### src/rtl/serial_deserializer.sv
// serial_deserializer
//   Receives 8N1 frames (start bit 0, 8 data bits LSB first, stop bit 1) on
//   an idle-high line that is synchronous to clk.  The start bit is
//   confirmed at mid-bit, and each later bit is sampled one bit period
//   after the previous sample.  A byte is published only when its stop bit
//   reads 1.
//
// Parameters
//   CLKS_PER_BIT : clock cycles per serial bit (even, >= 2)
//
// Ports
//   clk       : single clock, rising edge
//   reset     : synchronous, active-high
//   serial_in : serial line, idle high
//   data      : last correctly received byte; changes only with valid
//   valid     : one-cycle pulse, new byte on data
//   frame_err : one-cycle pulse, stop bit sampled as 0
//   busy      : receiver is not idle
module serial_deserializer #(
   parameter int unsigned CLKS_PER_BIT = 4
) (
   input  logic       clk,
   input  logic       reset,
   input  logic       serial_in,
   output logic [7:0] data,
   output logic       valid,
   output logic       frame_err,
   output logic       busy
);

   localparam int unsigned CW = (CLKS_PER_BIT > 1) ? $clog2(CLKS_PER_BIT) : 1;
   localparam logic [CW-1:0] CNT_LAST = CW'(CLKS_PER_BIT - 1);
   localparam logic [CW-1:0] CNT_HALF = CW'(CLKS_PER_BIT / 2 - 1);

   typedef enum logic [1:0] {
      IDLE,
      START,
      DATA,
      STOP
   } state_t;

   state_t          state_q, state_d;
   logic [CW-1:0]   cnt_q, cnt_d;
   logic [2:0]      idx_q, idx_d;
   logic [7:0]      shift_q, shift_d;
   logic [7:0]      data_q, data_d;
   logic            valid_q, valid_d;
   logic            frame_err_q, frame_err_d;

   always_ff @(posedge clk) begin
      if (reset) begin
         state_q     <= IDLE;
         cnt_q       <= '0;
         idx_q       <= '0;
         shift_q     <= '0;
         data_q      <= '0;
         valid_q     <= 1'b0;
         frame_err_q <= 1'b0;
      end else begin
         state_q     <= state_d;
         cnt_q       <= cnt_d;
         idx_q       <= idx_d;
         shift_q     <= shift_d;
         data_q      <= data_d;
         valid_q     <= valid_d;
         frame_err_q <= frame_err_d;
      end
   end

   always_comb begin
      state_d     = state_q;
      cnt_d       = cnt_q;
      idx_d       = idx_q;
      shift_d     = shift_q;
      data_d      = data_q;
      valid_d     = 1'b0;
      frame_err_d = 1'b0;

      unique case (state_q)
         IDLE: begin
            if (!serial_in) begin
               state_d = START;
               cnt_d   = '0;
            end
         end

         // The detection edge already counts as cycle 0 of the start bit, so
         // the mid-bit sample falls when cnt reaches CLKS_PER_BIT/2-1.
         START: begin
            if (cnt_q == CNT_HALF) begin
               cnt_d = '0;
               if (!serial_in) begin
                  state_d = DATA;
                  idx_d   = '0;
               end else begin
                  state_d = IDLE;
               end
            end else begin
               cnt_d = cnt_q + CW'(1);
            end
         end

         DATA: begin
            if (cnt_q == CNT_LAST) begin
               shift_d = {serial_in, shift_q[7:1]};
               cnt_d   = '0;
               idx_d   = idx_q + 3'd1;
               if (idx_q == 3'd7) begin
                  state_d = STOP;
               end
            end else begin
               cnt_d = cnt_q + CW'(1);
            end
         end

         STOP: begin
            if (cnt_q == CNT_LAST) begin
               cnt_d   = '0;
               state_d = IDLE;
               if (serial_in) begin
                  data_d  = shift_q;
                  valid_d = 1'b1;
               end else begin
                  frame_err_d = 1'b1;
               end
            end else begin
               cnt_d = cnt_q + CW'(1);
            end
         end

         default: state_d = IDLE;
      endcase
   end

   assign data      = data_q;
   assign valid     = valid_q;
   assign frame_err = frame_err_q;
   assign busy      = (state_q != IDLE);

endmodule
### config.mk
export PLATFORM = sky130hd
export DESIGN_NAME = serial_deserializer
export DESIGN_NICKNAME = d
export VERILOG_FILES = /design/src/rtl/serial_deserializer.sv
export SDC_FILE = /design/constraint.sdc
export NUM_CORES = 1
export LEC_CHECK = 0
export CAP_MARGIN = 20
export CORE_MARGIN = 3
export CORE_UTILIZATION = 55
export DETAILED_ROUTE_END_ITERATION = 6
export GPL_ROUTABILITY_DRIVEN = 1
export PLACE_DENSITY = 0.8
export REMOVE_ABC_BUFFERS = 1
export SYNTH_ARGS = -nofsm -noshare
export SYNTH_HDL_FRONTEND = slang
export SYNTH_SLANG_ARGS = --single-unit
### constraint.sdc
create_clock -name clk -period 2.5 [get_ports clk]
set_input_delay 0.25 -clock clk [delete_from_list [all_inputs] [get_ports clk]]
set_output_delay 0.25 -clock clk [all_outputs]
set_load 0.02 [all_outputs]
==> metrics.csv, run 1 <==
metric,value,unit
critical_path.cell_chain,nor2_1 > inv_1 > clkdlybuf4s50_1,
grt_max_degree,26,
via_count,754,
hold_end,data[4],
start_util,59.0,%
critPathSlowestCell,dfxtp_1,
synth_top_cell_by_area,dfxtp_1,
timing.rr.end,idx_q[0],
yosysSeqAreaShare,48.1,%
async_flop_share,0,%
detail_route.wl_per_cell,10.7,um
cp-end-kind,primary output,
detail-route-antenna-nets,0,
fmax,516,MHz
synthTopCellsByArea,"dfxtp_1 (48%), mux2i_1 (7.7%), nand2_1 (6.9%)",
drcViolationCount,0,
first_pass_iters,4,
ir_drop,0.486,mV
ys_types,24,
min_period,1.94,ns
die_w,49.5,um
root_buffer,clkbuf_4,
min_period_over_period,77.4,%
post-place-ws,0.717,ns
synth-edff-count,0,
cts-htree-levels,1,
io_pins,14,
syn_avg_cell_area,9.21,um2
hold_depth,2,
outcome,"complete, no violations",
n_antenna_cell,0,
maxCapViolCount,0,
dp_cells,142,
cts_sinks,25,
fp.dieH,49.5,um
drt-vias-per-instance,5.16,
filler_cell_count,159,
synth_top_area_share,48.1,%
crit_type,flop to primary output,
drt_wl_total,1560,um
synth_ff_type,dfxtp_1,
arrival,1.69,ns
core_area,1760,um2
required,2.25,ns
slew_headroom,43.3,%
setup-tns-final,0,ns
min_from,data[4],
clk_pin_slew,0.12,ns
clock-skew-final,0.00593,ns
grt.overflow.total,0,
synth.most_common_cell,dfxtp_1,
grt_pass1_vias,665,
postCtsSetupBuffers,0,
ff2ff_path_depth,4,
clk_latency,0.31,ns
worst-path-max-fanout,13,
p_total,619,uW
maxSlewViolCount,0,
area_growth,13.0,%
slowest_delay,0.60,ns
worst_slew_pin_slew,0.849,ns
gp_congestion,0.701,
rsz0062_at_grt,no,
nets,130,
dieArea,2450,um2
syn_inst,113,
yosys_register_bits,25,
min_path_type,flop to flop,
dp_hpwl,1100,um
antenna_found_initial,0,
netlist_top_cells_count,"dfxtp_1 (25), nand2_1 (19), a21oi_1 (14)",
rrSetupSlack,0.68,ns
synth_area,1040,um2
cts_tree,done,
stdcell_count,146,
holdBufCountCts,0,
grt_pass1_wl,2750,um
std_cell_rows,15,
worst_slack,0.564,ns
setup_viol,0,
yosys_warnings,0,
hold_viol_final,0,
power_density,526,nW/um2
rr_startpoint,cnt_q[0],
cts_buffers,3,
setup.worst_path.start_class,flop,
drive_gt1_share,4.13,%
io_buffers,13,
ctsResizeCount,0,
p_leak,0.482,nW
grt_use_total,14.6,%
initialDrtViolationCount,4,
cts_buffer_depth,2,
## worst max-delay path by stage
stage | endpoint | cells past startpoint | slack, ns | start
after global routing | busy | 3 | 0.44 | flop
after CTS | busy | 3 | 0.56 | state_q[0]
final | busy | 3 | 0.56 | state_q[0]
after global placement | idx_q[0] | 4 | 0.75 | cnt_q[0]
after floorplan | idx_q[0] | 4 | 0.92 | cnt_q[0]
after detailed placement | idx_q[0] | 4 | 0.72 | cnt_q[0]
## metal layers
layer,track usage (%),up-vias,part of all wire [%]
li1,-,395,-
met1,16.7,345,48
met2,26.1,11,47
met3,5.44,3,4.2
met4,2.76,0,0.64
met5,0,-,0
## power by group
part	switching, mW	total (mW)	internal [mW]
logic	0.0177	0.0343	0.0166
registers	0.00858	0.411	0.402
clock network	0.112	0.174	0.0624
total	0.138	0.619	0.481
## worst max-delay path, delay by kind of cell (launching register included)
kind / cells / cell delay [ns]
buffers and inverters: 2 / 0.66
and+or+nand+nor: 1 / 0.12
DFF: 1 / 0.60
## registers in the layout (all words and copies together) (netlist names), named ones only
signal	cells
valid	1
frame_err	1
cnt_q	2
shift_q	8
data	8
state_q	1
idx_q	3
## final cells by class
cell class / count / area [um2] / area share [%]
clock buffers: 4 / 26.3 / 2.23
inverters: 3 / 11.3 / 0.957
multi-input cells: 76 / 477 / 40.5
flip-flops and latches: 25 / 500 / 42.6
well taps: 25 / 31.3 / 2.66
repair buffers: 13 / 130 / 11.1
## cells by family after synthesis
family	Yosys count	synth area share [%]
muxes	9	9.86
DFF	25	48.1
and+or+nand+nor	46	21.9
AOI/OAI and AO/OA	16	8.05
buffers and inverters	12	6.13
adders and majority gates	5	6.01
## per-stage QoR
step	hold WS, ns	utilization, %	instance area [um2]
global placement	0.441	65.2	1150
floorplan	0.319	-	988
detailed placement	0.445	65.2	1150
finish	0.460	66.7	1180
CTS	0.463	66.7	1180
global route	0.479	66.7	1180
## cells in the final DEF, fill, tap and decap left out
cell type,instances
a21oi_1,14
a221oi_1,1
and4_1,1
clkbuf_1,1
clkbuf_4,3
clkdlybuf4s50_1,13
dfxtp_1,25
ha_1,5
inv_1,3
mux2i_1,8
mux4_2,1
nand2_1,19
nand3_1,5
nand3b_1,2
nand4_2,1
nand4b_1,2
nand4bb_1,1
nor2_1,11
nor2b_1,1
nor3_1,1
nor3b_1,1
o21ai_1,1
or2_1,1
Power figures use the tool's default switching activity.
==> run 2, diff against run 1 <==
CORE_UTILIZATION = 52   (was 55)
PLACE_DENSITY = 0.76   (was 0.8)
clock period = 2 ns   (was 2.5 ns; I/O delays follow)
==> run 2 against run 1 <==
Effect of this change:
- clock-buffer cell count down 1
- non-clock buffer count grew 3
- sequential cell count unchanged
- design area rose by 2.3%
- via count increased by 1.6%
- clock skew is 0.0098 ns higher
- worst setup slack worse by 0.29 ns
- wire length rose by 12%
- final cell count increased by 2.1%
- largest cell class unchanged
- largest power group unchanged
==> metrics.csv, run 2 (synthesis results as in run 1) <==
metric,value,unit,change
nets,133,,was 130
cts_buffer_depth,2,,unchanged
worst_hold_slack,0.465,ns,was 0.460 ns
rsz0062_at_grt,no,,unchanged
core_area,1800,um2,was 1760 um2
slew_headroom,77.5,%,was 43.3%
required,1.80,ns,was 2.25 ns
grt.overflow.total,0,,unchanged
fp.dieH,50.7,um,was 49.5 um
io_pins,14,,unchanged
root_buffer,clkbuf_4,,unchanged
min_period_over_period,86.2,%,
arrival,1.52,ns,was 1.69 ns
maxSlewViolCount,0,,unchanged
clk_pin_slew,0.14,ns,was 0.12 ns
dp_hpwl,1180,um,was 1100 um
critPathSlowestCell,clkdlybuf4s50_1,,was dfxtp_1
drcViolationCount,0,,unchanged
setup_viol,0,,unchanged
ir_drop,0.466,mV,was 0.486 mV
min_period,1.72,ns,
grt_pass1_vias,753,,was 665
slowest_delay,0.59,ns,was 0.60 ns
cp_top_family,buffers and inverters,,unchanged
cts_buffers,3,,unchanged
worst-path-max-fanout,13,,unchanged
worst_slack,0.277,ns,was 0.564 ns
maxCapViolCount,0,,unchanged
clk_latency,0.32,ns,was 0.31 ns
drt_wl_total,1750,um,was 1560 um
dieArea,2570,um2,was 2450 um2
power_density,653,nW/um2,was 526 nW/um2
outcome,"complete, no violations",,unchanged
final_common_cell,dfxtp_1,,unchanged
post-place-ws,0.453,ns,was 0.717 ns
setup-tns-final,0,ns,unchanged
regArea,502,um2,was 500 um2
start_util,57.8,%,was 59.0%
via_count,766,,was 754
cts-htree-levels,1,,unchanged
io_buffers,13,,unchanged
detail-route-antenna-nets,0,,unchanged
cts_tree,done,,unchanged
grt_use_total,16.8,%,was 14.6%
filler_cell_count,155,,was 159
detail_route.wl_per_cell,11.8,um,was 10.7 um
worst_slew_pin_slew,0.338,ns,was 0.849 ns
cts_sinks,25,,unchanged
die_w,50.7,um,was 49.5 um
grt_pass1_wl,3240,um,was 2750 um
initialDrtViolationCount,9,,was 4
critical_path.cell_chain,nor2_1 > inv_1 > clkdlybuf4s50_1,,unchanged
fmax,580,MHz,
mostFrequentLayoutCells,"dfxtp_1 (24), nand2_1 (19), a21oi_1 (14)",,"was dfxtp_1 (25), nand2_1 (19), a21oi_1 (14)"
grt_max_degree,26,,unchanged
p_leak,0.496,nW,was 0.482 nW
crit_type,flop to primary output,,unchanged
clock-skew-final,0.0158,ns,was 0.00593 ns
std_cell_rows,15,,unchanged
antenna_found_initial,0,,unchanged
area_growth,15.6,%,was 13.0%
first_pass_iters,4,,unchanged
hold_viol_final,0,,unchanged
drive_gt1_share,8.06,%,was 4.13%
gp_congestion,0.739,,was 0.701
drt-vias-per-instance,5.14,,was 5.16
n_antenna_cell,0,,unchanged
setup.worst_path.start_class,flop,,unchanged
min_path_type,flop to flop,,unchanged
holdBufCountCts,0,,unchanged
cp-end-kind,primary output,,unchanged
multi_input_area,477,um2,unchanged
cp_num_buf_inv,2,,unchanged
## run 2: power by group
part	total [mW]	switching (mW)	internal, mW
combinational	0.0470	0.0242	0.0228
clock	0.227	0.151	0.0764
sequential	0.512	0.00894	0.504
## run 2: area by class of cell
cell class                      count  share of cell area (%)
Clock buffer                        3                    1.87
Clock inverter                      1                   0.624
Inverter                            3                   0.936
Multi-Input combinational cell     76                    39.6
Sequential cell                    25                    41.7
Tap cell                           25                    2.60
Timing Repair Buffer               16                    12.7
## run 2: routing by layer
layer  routed length, um  vias to the layer above  track usage [%]
met5                   0                        -                0
met4                  33                        0             9.42
met3                  54                        4             3.56
met2                 771                       14             27.6
met1                 894                      346             20.2
li1                    -                      402                -
## run 2: final timing paths
path | endpoint | cells past startpoint | from | slack, ns
min | data[5] | 2 | shift_q[5] | 0.47
max | busy | 3 | state_q[0] | 0.28
max reg2reg | idx_q[0] | 5 | cnt_q[1] | 0.50
min reg2reg | data[5] | 2 | shift_q[5] | 0.47
## run 2: worst min-delay path, stage by stage, from the launching register on
cell     delay, ns
dfxtp_1       0.34
nand2_1       0.05
a21oi_1       0.05
## run 2: stage by stage
step / utilization, % / std cells / cell area [um2] / total power [mW]
3_5_place_dp: 65.1 / 145 / 1170 / 0.571
6_report: 66.8 / 149 / 1200 / 0.787
5_1_grt: 66.8 / 149 / 1200 / 0.818
4_1_cts: 66.7 / 149 / 1200 / 0.792
2_1_floorplan: - / 104 / 988 / 0.545
3_3_place_gp: 65.1 / 145 / 1170 / 0.569
## run 2: what timing repair did
item,in CTS,in global routing
buffers inserted,0,0
hold endpoints to repair,0,0
setup endpoints to repair,0,1
resized for setup,0,1
